[src/rtl/decode_stage.sv]
// IF/ID pipeline register plus main control decoder for an RV32I-style five-stage core.
// Decoded outputs depend only on the registered instruction and valid bit.
module decode_stage #(
  parameter int unsigned DATA_WIDTH = 32
) (
  input  logic                  clk,
  input  logic                  rst,
  input  logic [DATA_WIDTH-1:0] InstrF,
  input  logic [DATA_WIDTH-1:0] PCF,
  input  logic [DATA_WIDTH-1:0] PCPlus4F,
  input  logic                  ValidF,
  input  logic                  StallD,
  input  logic                  FlushD,
  output logic [DATA_WIDTH-1:0] InstrD,
  output logic [DATA_WIDTH-1:0] PCD,
  output logic [DATA_WIDTH-1:0] PCPlus4D,
  output logic                  ValidD,
  output logic [24:0]           Immediate,
  output logic [2:0]            ImmSrc,
  output logic [4:0]            Rs1D,
  output logic [4:0]            Rs2D,
  output logic [4:0]            RdD,
  output logic [2:0]            Funct3D,
  output logic                  Funct7b5D,
  output logic                  RegWriteD,
  output logic                  MemWriteD,
  output logic                  BranchD,
  output logic                  JumpD,
  output logic                  JumpRegD,
  output logic                  ALUSrcD,
  output logic                  ALUSrcAPCD,
  output logic [1:0]            ResultSrcD,
  output logic [1:0]            ALUOpD,
  output logic                  IllegalD
);

  localparam logic [DATA_WIDTH-1:0] Nop = DATA_WIDTH'(32'h0000_0013);

  localparam logic [6:0] OpR     = 7'b0110011;
  localparam logic [6:0] OpIAlu  = 7'b0010011;
  localparam logic [6:0] OpLoad  = 7'b0000011;
  localparam logic [6:0] OpStore = 7'b0100011;
  localparam logic [6:0] OpBr    = 7'b1100011;
  localparam logic [6:0] OpJal   = 7'b1101111;
  localparam logic [6:0] OpJalr  = 7'b1100111;
  localparam logic [6:0] OpLui   = 7'b0110111;
  localparam logic [6:0] OpAuipc = 7'b0010111;

  logic [DATA_WIDTH-1:0] instr_q, instr_d;
  logic [DATA_WIDTH-1:0] pc_q, pc_d;
  logic [DATA_WIDTH-1:0] pc_plus4_q, pc_plus4_d;
  logic                  valid_q, valid_d;

  // Priority: reset, then flush, then stall, then load.
  always_comb begin
    instr_d    = instr_q;
    pc_d       = pc_q;
    pc_plus4_d = pc_plus4_q;
    valid_d    = valid_q;
    if (rst || FlushD) begin
      instr_d    = Nop;
      pc_d       = '0;
      pc_plus4_d = '0;
      valid_d    = 1'b0;
    end else if (!StallD) begin
      instr_d    = ValidF ? InstrF : Nop;
      pc_d       = PCF;
      pc_plus4_d = PCPlus4F;
      valid_d    = ValidF;
    end
  end

  always_ff @(posedge clk) begin
    instr_q    <= instr_d;
    pc_q       <= pc_d;
    pc_plus4_q <= pc_plus4_d;
    valid_q    <= valid_d;
  end

  assign InstrD    = instr_q;
  assign PCD       = pc_q;
  assign PCPlus4D  = pc_plus4_q;
  assign ValidD    = valid_q;

  assign Immediate = instr_q[31:7];
  assign Rs1D      = instr_q[19:15];
  assign Rs2D      = instr_q[24:20];
  assign RdD       = instr_q[11:7];
  assign Funct3D   = instr_q[14:12];
  assign Funct7b5D = instr_q[30];

  logic reg_write, mem_write, branch, jump, jump_reg, illegal;

  always_comb begin
    reg_write  = 1'b0;
    mem_write  = 1'b0;
    branch     = 1'b0;
    jump       = 1'b0;
    jump_reg   = 1'b0;
    illegal    = 1'b0;
    ALUSrcD    = 1'b0;
    ALUSrcAPCD = 1'b0;
    ResultSrcD = 2'b00;
    ALUOpD     = 2'b00;
    ImmSrc     = 3'b000;
    unique case (instr_q[6:0])
      OpR: begin
        reg_write = 1'b1;
        ALUOpD    = 2'b10;
      end
      OpIAlu: begin
        reg_write = 1'b1;
        ALUSrcD   = 1'b1;
        ALUOpD    = 2'b10;
      end
      OpLoad: begin
        reg_write  = 1'b1;
        ALUSrcD    = 1'b1;
        ResultSrcD = 2'b01;
      end
      OpStore: begin
        mem_write = 1'b1;
        ALUSrcD   = 1'b1;
        ImmSrc    = 3'b001;
      end
      OpBr: begin
        branch = 1'b1;
        ALUOpD = 2'b01;
        ImmSrc = 3'b010;
      end
      OpJal: begin
        reg_write  = 1'b1;
        jump       = 1'b1;
        ResultSrcD = 2'b10;
        ImmSrc     = 3'b011;
      end
      OpJalr: begin
        reg_write  = 1'b1;
        jump       = 1'b1;
        jump_reg   = 1'b1;
        ALUSrcD    = 1'b1;
        ResultSrcD = 2'b10;
      end
      OpLui: begin
        reg_write  = 1'b1;
        ResultSrcD = 2'b11;
        ImmSrc     = 3'b100;
      end
      OpAuipc: begin
        reg_write  = 1'b1;
        ALUSrcD    = 1'b1;
        ALUSrcAPCD = 1'b1;
        ImmSrc     = 3'b100;
      end
      default: illegal = 1'b1;
    endcase
  end

  // Side-effect flags are squashed for bubbles so a stale InstrD can never commit.
  assign RegWriteD = reg_write & valid_q;
  assign MemWriteD = mem_write & valid_q;
  assign BranchD   = branch    & valid_q;
  assign JumpD     = jump      & valid_q;
  assign JumpRegD  = jump_reg  & valid_q;
  assign IllegalD  = illegal   & valid_q;

endmodule

[config.mk]
export PLATFORM = sky130hd
export DESIGN_NAME = decode_stage
export DESIGN_NICKNAME = d
export VERILOG_FILES = /design/src/rtl/decode_stage.sv
export SDC_FILE = /design/constraint.sdc
export NUM_CORES = 1
export LEC_CHECK = 0
export CAP_MARGIN = 25
export CELL_PAD_IN_SITES_DETAIL_PLACEMENT = 0
export CELL_PAD_IN_SITES_GLOBAL_PLACEMENT = 2
export CORE_MARGIN = 10
export CORE_UTILIZATION = 21
export DETAILED_ROUTE_END_ITERATION = 6
export GPL_ROUTABILITY_DRIVEN = 0
export PLACE_DENSITY_LB_ADDON = 0.1
export SYNTH_ARGS = -nofsm -noshare
export SYNTH_HDL_FRONTEND = slang
export SYNTH_SLANG_ARGS = --single-unit
export TNS_END_PERCENT = 5
[constraint.sdc]
create_clock -name clk -period 3.15 [get_ports clk]
set_input_delay 0.63 -clock clk [delete_from_list [all_inputs] [get_ports clk]]
set_output_delay 0.63 -clock clk [all_outputs]
set_load 0.01 [all_outputs]
==> results, run 1 <==
- The total of endpoints with negative setup slack in the final report is 0.
- The total congestion overflow after global routing is 0.
- Data arrives at the worst endpoint at about 2.2 ns.
- Measured along the y axis, the die boundary spans ~160 um.
- At the later pin of the worst-skew pair, clock insertion delay measures roughly 0.34 ns.
- The fraction of final layout cells sized beyond drive strength 1 is ~3.8%.
- The first-pass detailed-route iteration total is 4.
- Entering global routing, the biggest net connects between 80 and 90 pins.
- The worst voltage drop across the vdd grid is between 0.2 and 0.25 mV.
- After clock tree synthesis, the clock-pin slew on the worst setup and hold paths is around 0.070 ns.
- The clock root buffer is clkbuf_16.
- The setup clock skew after layout is 0 ns.
- The flow ran to the end, and the final reports show no timing, DRC or antenna violations.
- The required time of the critical path is 2.52 ns.
- In this run the worst path has a maximum fanout of 6.
- The number of gates resized after cts is 0.
- The worst hold path belongs to the class reg2reg.
- The count of nets left with antenna violations after detail routing is 0.
- The largest total area in the synthesized netlist belongs to dfxtp_1.
- The via count of the first global-routing pass came to between 3000 and 4000.
- From left edge to right edge, the die measures around 160 um.
- The layout overhead on the synthesized area is 70.8%.
- The worst setup path is of the reg2out kind.
- The routed design has roughly 15000 um of wire.
- For this configuration, the core starts out at a cell density of between 20% and 30%.
- The die covers approximately 24000 um^2.
- The first global-routing pass estimated ~22000 um of wire.
- The hold violation count in the final report is 0.
- On the worst path, the slowest cell contributes a delay of about 0.57 ns.
- Synthesis produced a netlist with a net count of between 500 and 600.
- The top cell type's share of synthesized area is around half.
- The detailed router placed roughly 3500 vias in this run.
- In the routed design, unresolved DRC markers number 0.
- The total track usage is 11.6%.
- The clock period could shrink to roughly 2.9 ns.
- The maximum count of clock buffers along a single path is 2.
- In the post-synthesis netlist, the biggest area contributors are dfxtp_1 50%, mux2i_1 16%, nor2_1 9.2%, buf_4 9.0%, a22oi_1 5.6%.
- The power density over the cells is 437 nW/um^2.
- After synthesis the netlist holds a flip-flop and latch count of between 90 and 100.
- The part of the Yosys area used for sequential elements is 49.7%.
- Synthesis instantiated 33 different standard cells from the library.
- The worst pin sits at a relative slew slack of between 50% and 60%.
- The final-stage net count is 700.
- Post-CTS timing repair inserted 0 buffers for setup.
- The region available for standard cell placement spans 18100 um^2.
- Dividing the final minimum period by the clock period gives 91.0%.
- The max-slew violation count is 0.
- The clock tree from TritonCTS is done.
- The average cell area after synthesis is 9.75 um^2.
- Once detailed placement completed, the half-perimeter wirelength came to about 11000 um.
- Dividing the detail-routed wire length by the instance count gives around 18 um.
- The ratio of routed vias to standard cells is around 4.2.
- Traced cell by cell, the critical path runs through nand2_1, nor4_1, a22o_1, clkdlybuf4s50_1.
- For this design, the sink count on the clock tree is between 90 and 100.
- The worst setup path is captured at a primary output.
- Synthesis handed over a netlist of 401 instances.
- During synthesis, Yosys emitted a total of 0 warnings.
- The largest individual stage delay along the critical path comes from the cell clkdlybuf4s50_1.
- Adding up every negative setup slack in the final design gives 0 ns.
- The number of antenna violations at the first check in global routing is 2.
- For the pin with the worst max-slew slack, the measured transition is between 0.6 and 0.7 ns.
- After floorplanning, the core was divided into between 40 and 50 placement rows.
- The area of the mapped netlist is 3910 um^2.
- The first routing iteration left 97 violations.
- The H-tree was split into 3 levels.
- The sum of internal, switching and leakage power is 2920 uW.
- For this design the static power due to leakage is approximately 0.0026 uW.
- The sort of element at the start of the critical path is a flip-flop.
- For this run, the top clock speed supported by timing is ~0.35 GHz.
- In this run, CTS created clock tree buffers numbering 9.
- The port buffer count is 256.
- The count of max-cap constraint violations is 0.
- The hold-fix buffer count after cts is 0.
- Setup repair after global routing left no endpoint under its margin.
- The top-level port count is about 260.
## metrics by stage
stage,utilization [%],setup WS (ns),hold slack [ns],std cells,cell area (um^2)
after floorplan,-,1.04,0.535,401,3910
after global placement,35.0,0.684,0.473,817,6340
after detailed placement,35.0,0.655,0.485,817,6340
after CTS,36.8,0.271,0.500,833,6670
after global routing,36.8,0.160,0.522,833,6670
final,36.8,0.285,0.496,834,6680
## synth_stat cells (all sizes together)
| library cell | count |
|---|---|
| and2 | 3 |
| o22ai | 3 |
| o21ai | 2 |
| mux2i | 64 |
| nor4 | 2 |
| and3 | 1 |
| nand3 | 2 |
| nor3 | 1 |
| a21o | 1 |
| o211a | 1 |
| a2111oi | 1 |
| nand3b | 1 |
| a22o | 2 |
| nor4b | 2 |
| dfxtp | 97 |
| xor2 | 1 |
| and4b | 1 |
| nor2 | 96 |
| and4 | 1 |
| o31a | 1 |
| nand2 | 5 |
| a21oi | 1 |
| a22oi | 29 |
| or2 | 1 |
| inv | 1 |
| clkbuf | 5 |
| and3b | 2 |
| nor2b | 3 |
| nand2b | 2 |
| buf | 69 |
## sequential cells by signal (all words and copies together), names as in the netlist
name,count
ValidD,1
PCPlus4D,32
PCD,32
InstrD,32
## power breakdown
part	leakage (uW)	switching [uW]	internal (uW)	total, uW
clock network	0.000160	499	725	1220
registers	0.000789	25.0	1260	1290
logic	0.00162	157	252	409
total	0.00257	681	2240	2920
## per-layer routing
layer,share of wire (%),global-route usage (%)
met1,40,12.4
met2,46,19.0
met3,12,6.25
met4,1.9,4.72
met5,0,0
## worst paths after layout
path / start / endpoint / slack (ns) / cells after the start
worst max-delay path: InstrD[0] / ImmSrc[0] / 0.28 / 4
worst min-delay path: PCPlus4D[22] / PCPlus4D[22] / 0.50 / 2
worst max register to register: InstrD[2] / InstrD[2] / 2.27 / 2
worst min register to register: PCPlus4D[22] / PCPlus4D[22] / 0.50 / 2
## worst max-delay path, delay by kind of cell, from the launching register on
kind	cells	cell delay, ns
buf+inv	1	0.57
compound gates	1	0.25
flops	1	0.43
simple gates	2	0.64
## logic make-up after synthesis
kind of cell / after synthesis / share of synthesized area [%]
DFF: 97 / 49.7
muxes: 64 / 16.4
AOI/OAI and AO/OA: 41 / 7.78
and+or+nand+nor: 123 / 13.6
buffers and inverters: 75 / 12.4
xor gates and xnor gates: 1 / 0.224
## final cells by class
type                            count  area, um^2
Sequential cell                    97        1940
Clock inverter                      5        86.3
Fill cell                        1818       11500
Clock buffer                       11         243
Inverter                            1        3.75
Antenna cell                        1        2.50
Multi-Input combinational cell    229        1490
Tap cell                          229         287
Timing Repair Buffer              261        2620
## cell usage in the layout, fill, tap and decap left out, types with 2 or more instances in the layout
| cell | Yosys | final |
|---|---|---|
| and2_1 | 3 | 3 |
| o21ai_0 | 2 | 2 |
| clkinv_4 | 0 | 2 |
| a22oi_1 | 29 | 29 |
| nor2_1 | 96 | 96 |
| nand3_1 | 2 | 2 |
| nor2b_1 | 3 | 2 |
| buf_12 | 0 | 2 |
| mux2i_1 | 64 | 64 |
| clkdlybuf4s50_1 | 0 | 255 |
| buf_4 | 47 | 4 |
| nand2_1 | 5 | 5 |
| bufinv_16 | 0 | 2 |
| clkbuf_16 | 0 | 9 |
| o22ai_1 | 3 | 3 |
| a22o_1 | 2 | 2 |
| nor4_1 | 2 | 2 |
| nor4b_1 | 2 | 2 |
| dfxtp_1 | 97 | 97 |
| and3b_1 | 2 | 2 |
| nand2b_1 | 2 | 2 |
No activity file was read; power rests on OpenSTA's default activity.
==> run 2, diff against run 1 <==
--- a/config.mk
+++ b/config.mk
@@ -13,6 +13,7 @@
 export DETAILED_ROUTE_END_ITERATION = 6
 export GPL_ROUTABILITY_DRIVEN = 0
 export PLACE_DENSITY_LB_ADDON = 0.1
+export REMOVE_ABC_BUFFERS = 1
 export SYNTH_ARGS = -nofsm -noshare
 export SYNTH_HDL_FRONTEND = slang
 export SYNTH_SLANG_ARGS = --single-unit
==> results, run 2 (same netlist as run 1, synthesis figures left out) <==
- The endpoint of the worst hold path is PCD[21].
- After clock tree synthesis, the clock-pin slew on the worst setup and hold paths is approximately 0.070 ns.
- The layout overhead on the synthesized area is 70.5%.
- The number of design rule violations left after detail routing is 0.
- The power density over the cells is between 400 and 500 nW/um^2.
- The reg-to-reg setup timing slack is around 2.3 ns.
- The repair_antennas step left the layout with diodes totalling 0.
- The worst-case IR drop observed on VDD is around 0.23 mV.
- The final route contains roughly 3500 vias.
- The transition time of the tightest slew-check pin is roughly 0.57 ns.
- Setup violations remaining at the end of the flow were counted as 0.
- The hold-fix buffer count after cts is 0.
- Once detail routing completed, the nets flagged for antenna violations numbered 0.
- The total wirelength of the detailed-routed design is between 10000 and 15000 um.
- CTS saw 97 sinks.
- TritonCTS created 9 clock buffers.
- Across every metal layer, demand over resource in global routing totals a little under an eighth.
- Setup repair after global routing left no endpoint under its margin.
- The sort of element at the start of the critical path is a flip-flop.
- The leakage power total is about 0.0026 uW.
- The first-pass GRT wire length is 21800 um.
- The net count of the finished layout is 700.
- The aggregate negative setup slack is 0 ns.
- The required time of the critical path is roughly 2.5 ns.
- The clock root buffer is clkbuf_16.
- For the worst-skew pair, the clock arrives at the later sink with an insertion delay of about 0.34 ns.
- The top cell types in the final layout, fill and taps aside, are 255 x clkdlybuf4s50_1, 97 x dfxtp_1, 96 x nor2_1.
- Counting instances, the worst hold path has a depth of 2.
- The worst hold path begins at PCD[21].
- In this run the critical register-to-register path is captured at InstrD[5].
- The floorplan step defined a die boundary enclosing between 20000 and 25000 um^2.
- The first-pass detailed-route iteration total is 4.
- The hold violation count in the final report is 0.
- about 260 I/O pins were placed.
- For this configuration, the core starts out at a cell density of between 20% and 30%.
- On the worst path, the slowest cell contributes a delay of around 0.60 ns.
- The post-CTS repair timing setup buffer count is 0.
- STA classifies the critical path endpoint as a primary output.
- The horizontal die dimension is 156 um.
- Input and output buffers added on the ports amount to roughly 260.
- The max-slew violation count came to 0.
- Using the TritonRoute via totals, the vias-per-cell ratio works out to slightly above 4.
- The pin count of the biggest net entering global routing is 65.
- The slowest cell on the critical path is clkdlybuf4s50_1.
- The total congestion overflow after global routing is 0.
- Timing would allow up to 0.351 GHz.
- Of the available clock period, the critical path in the final layout requires about nine tenths.
- Of all nets on the critical path, the largest fanout is 9.
- The initial DRC count is 139.
- The critical path arrival is between 2 and 2.5 ns.
- The half-perimeter wire length of the detailed placement result is around 11000 um.
- After detailed routing, the average wire length per cell comes to 17.7 um.
- After layout, the minimum clock period comes to 2.85 ns.
- The post-route netlist has 3.81% of its cells at a drive strength greater than 1.
- After detailed placement, the total cell area comes to 6340 um^2.
- Counting along the longest clock path gives a buffer depth of 2.
- The floorplan has 49 rows.
- The layout filler cell count is between 1500 and 2000.
- The run finished with clean final reports.
- The via count of the first global-routing pass was approximately 3600.
- The clock tree from TritonCTS is done.
- The core region is between 15000 and 20000 um^2.
- The classification of the worst setup path is reg2out.
- The number of gates resized after cts is 0.
- The final standard cell area without fillers is about 6700 um^2.
- Walking the worst path, the cells encountered are and4b_1, and3b_1, nor4b_1, clkdlybuf4s50_1.
- The worst max-slew margin expressed relative to the limit is just over 60%.
- The floorplan step set the die height to roughly 160 um.
- The number of cells on the worst reg-to-reg path is 2.
- The setup clock skew after layout is 0 ns.
- The startpoint of the most critical register-to-register path is InstrD[5].
- The H-tree was split into 3 levels.
- The tool flagged a number of max-cap violations equal to 0.
- The number of antenna violations at the first check in global routing is 0.
- The library cell used most frequently in the layout, excluding fill and tap cells, is clkdlybuf4s50_1.
- The path class of the tightest hold or removal check is reg2reg.
## run 2: cell type report
| type | count | area, um^2 | area share [%] |
|---|---|---|---|
| timing repair buffer | 261 | 2620 | 39.4 |
| sequential | 97 | 1940 | 29.1 |
| multi-input combinational | 229 | 1490 | 22.3 |
| tap | 229 | 287 | 4.30 |
| clock buffer | 10 | 229 | 3.44 |
| clock inverter | 6 | 90.1 | 1.35 |
| inverter | 1 | 3.75 | 0.0563 |
## run 2: how the worst max path moves through the flow
stage | startpoint | endpoint | cells past startpoint
after floorplan | rst | InstrD[10] | 2
after global placement | InstrD[3] | IllegalD | 4
after detailed placement | InstrD[3] | IllegalD | 4
after CTS | InstrD[3] | IllegalD | 4
after global routing | InstrD[3] | IllegalD | 4
final | InstrD[3] | IllegalD | 4
## run 2: layer usage
metal,up-vias,share of wire (%),GRT usage (%)
met4,0,1.2,3.78
met5,-,0,0
met2,133,49,19.7
met3,10,12,6.72
li1,1705,-,-
met1,1616,38,11.7
## run 2: through the flow
step                utilization (%)  hold WS [ns]  setup slack (ns)  power, uW  instances
global placement               35.0         0.473             0.676       1730        817
CTS                            36.7         0.502             0.286       2970        833
finish                         36.7         0.496             0.304       2890        833
global route                   36.7         0.528             0.236       3050        833
detailed placement             35.0         0.486             0.676       1730        817
floorplan                         -         0.535             0.713       1440        327
## run 2: worst max-delay path, delay by kind of cell, from the launching register on
family        cells  cell delay, ns
simple gates      3            0.81
buf+inv           1            0.60
flops             1            0.48
## run 2: report_power, final
| group | internal, uW | leakage (uW) | switching (uW) |
|---|---|---|---|
| clock | 700 | 0.000153 | 499 |
| combinational | 252 | 0.00162 | 156 |
| sequential | 1260 | 0.000789 | 24.5 |
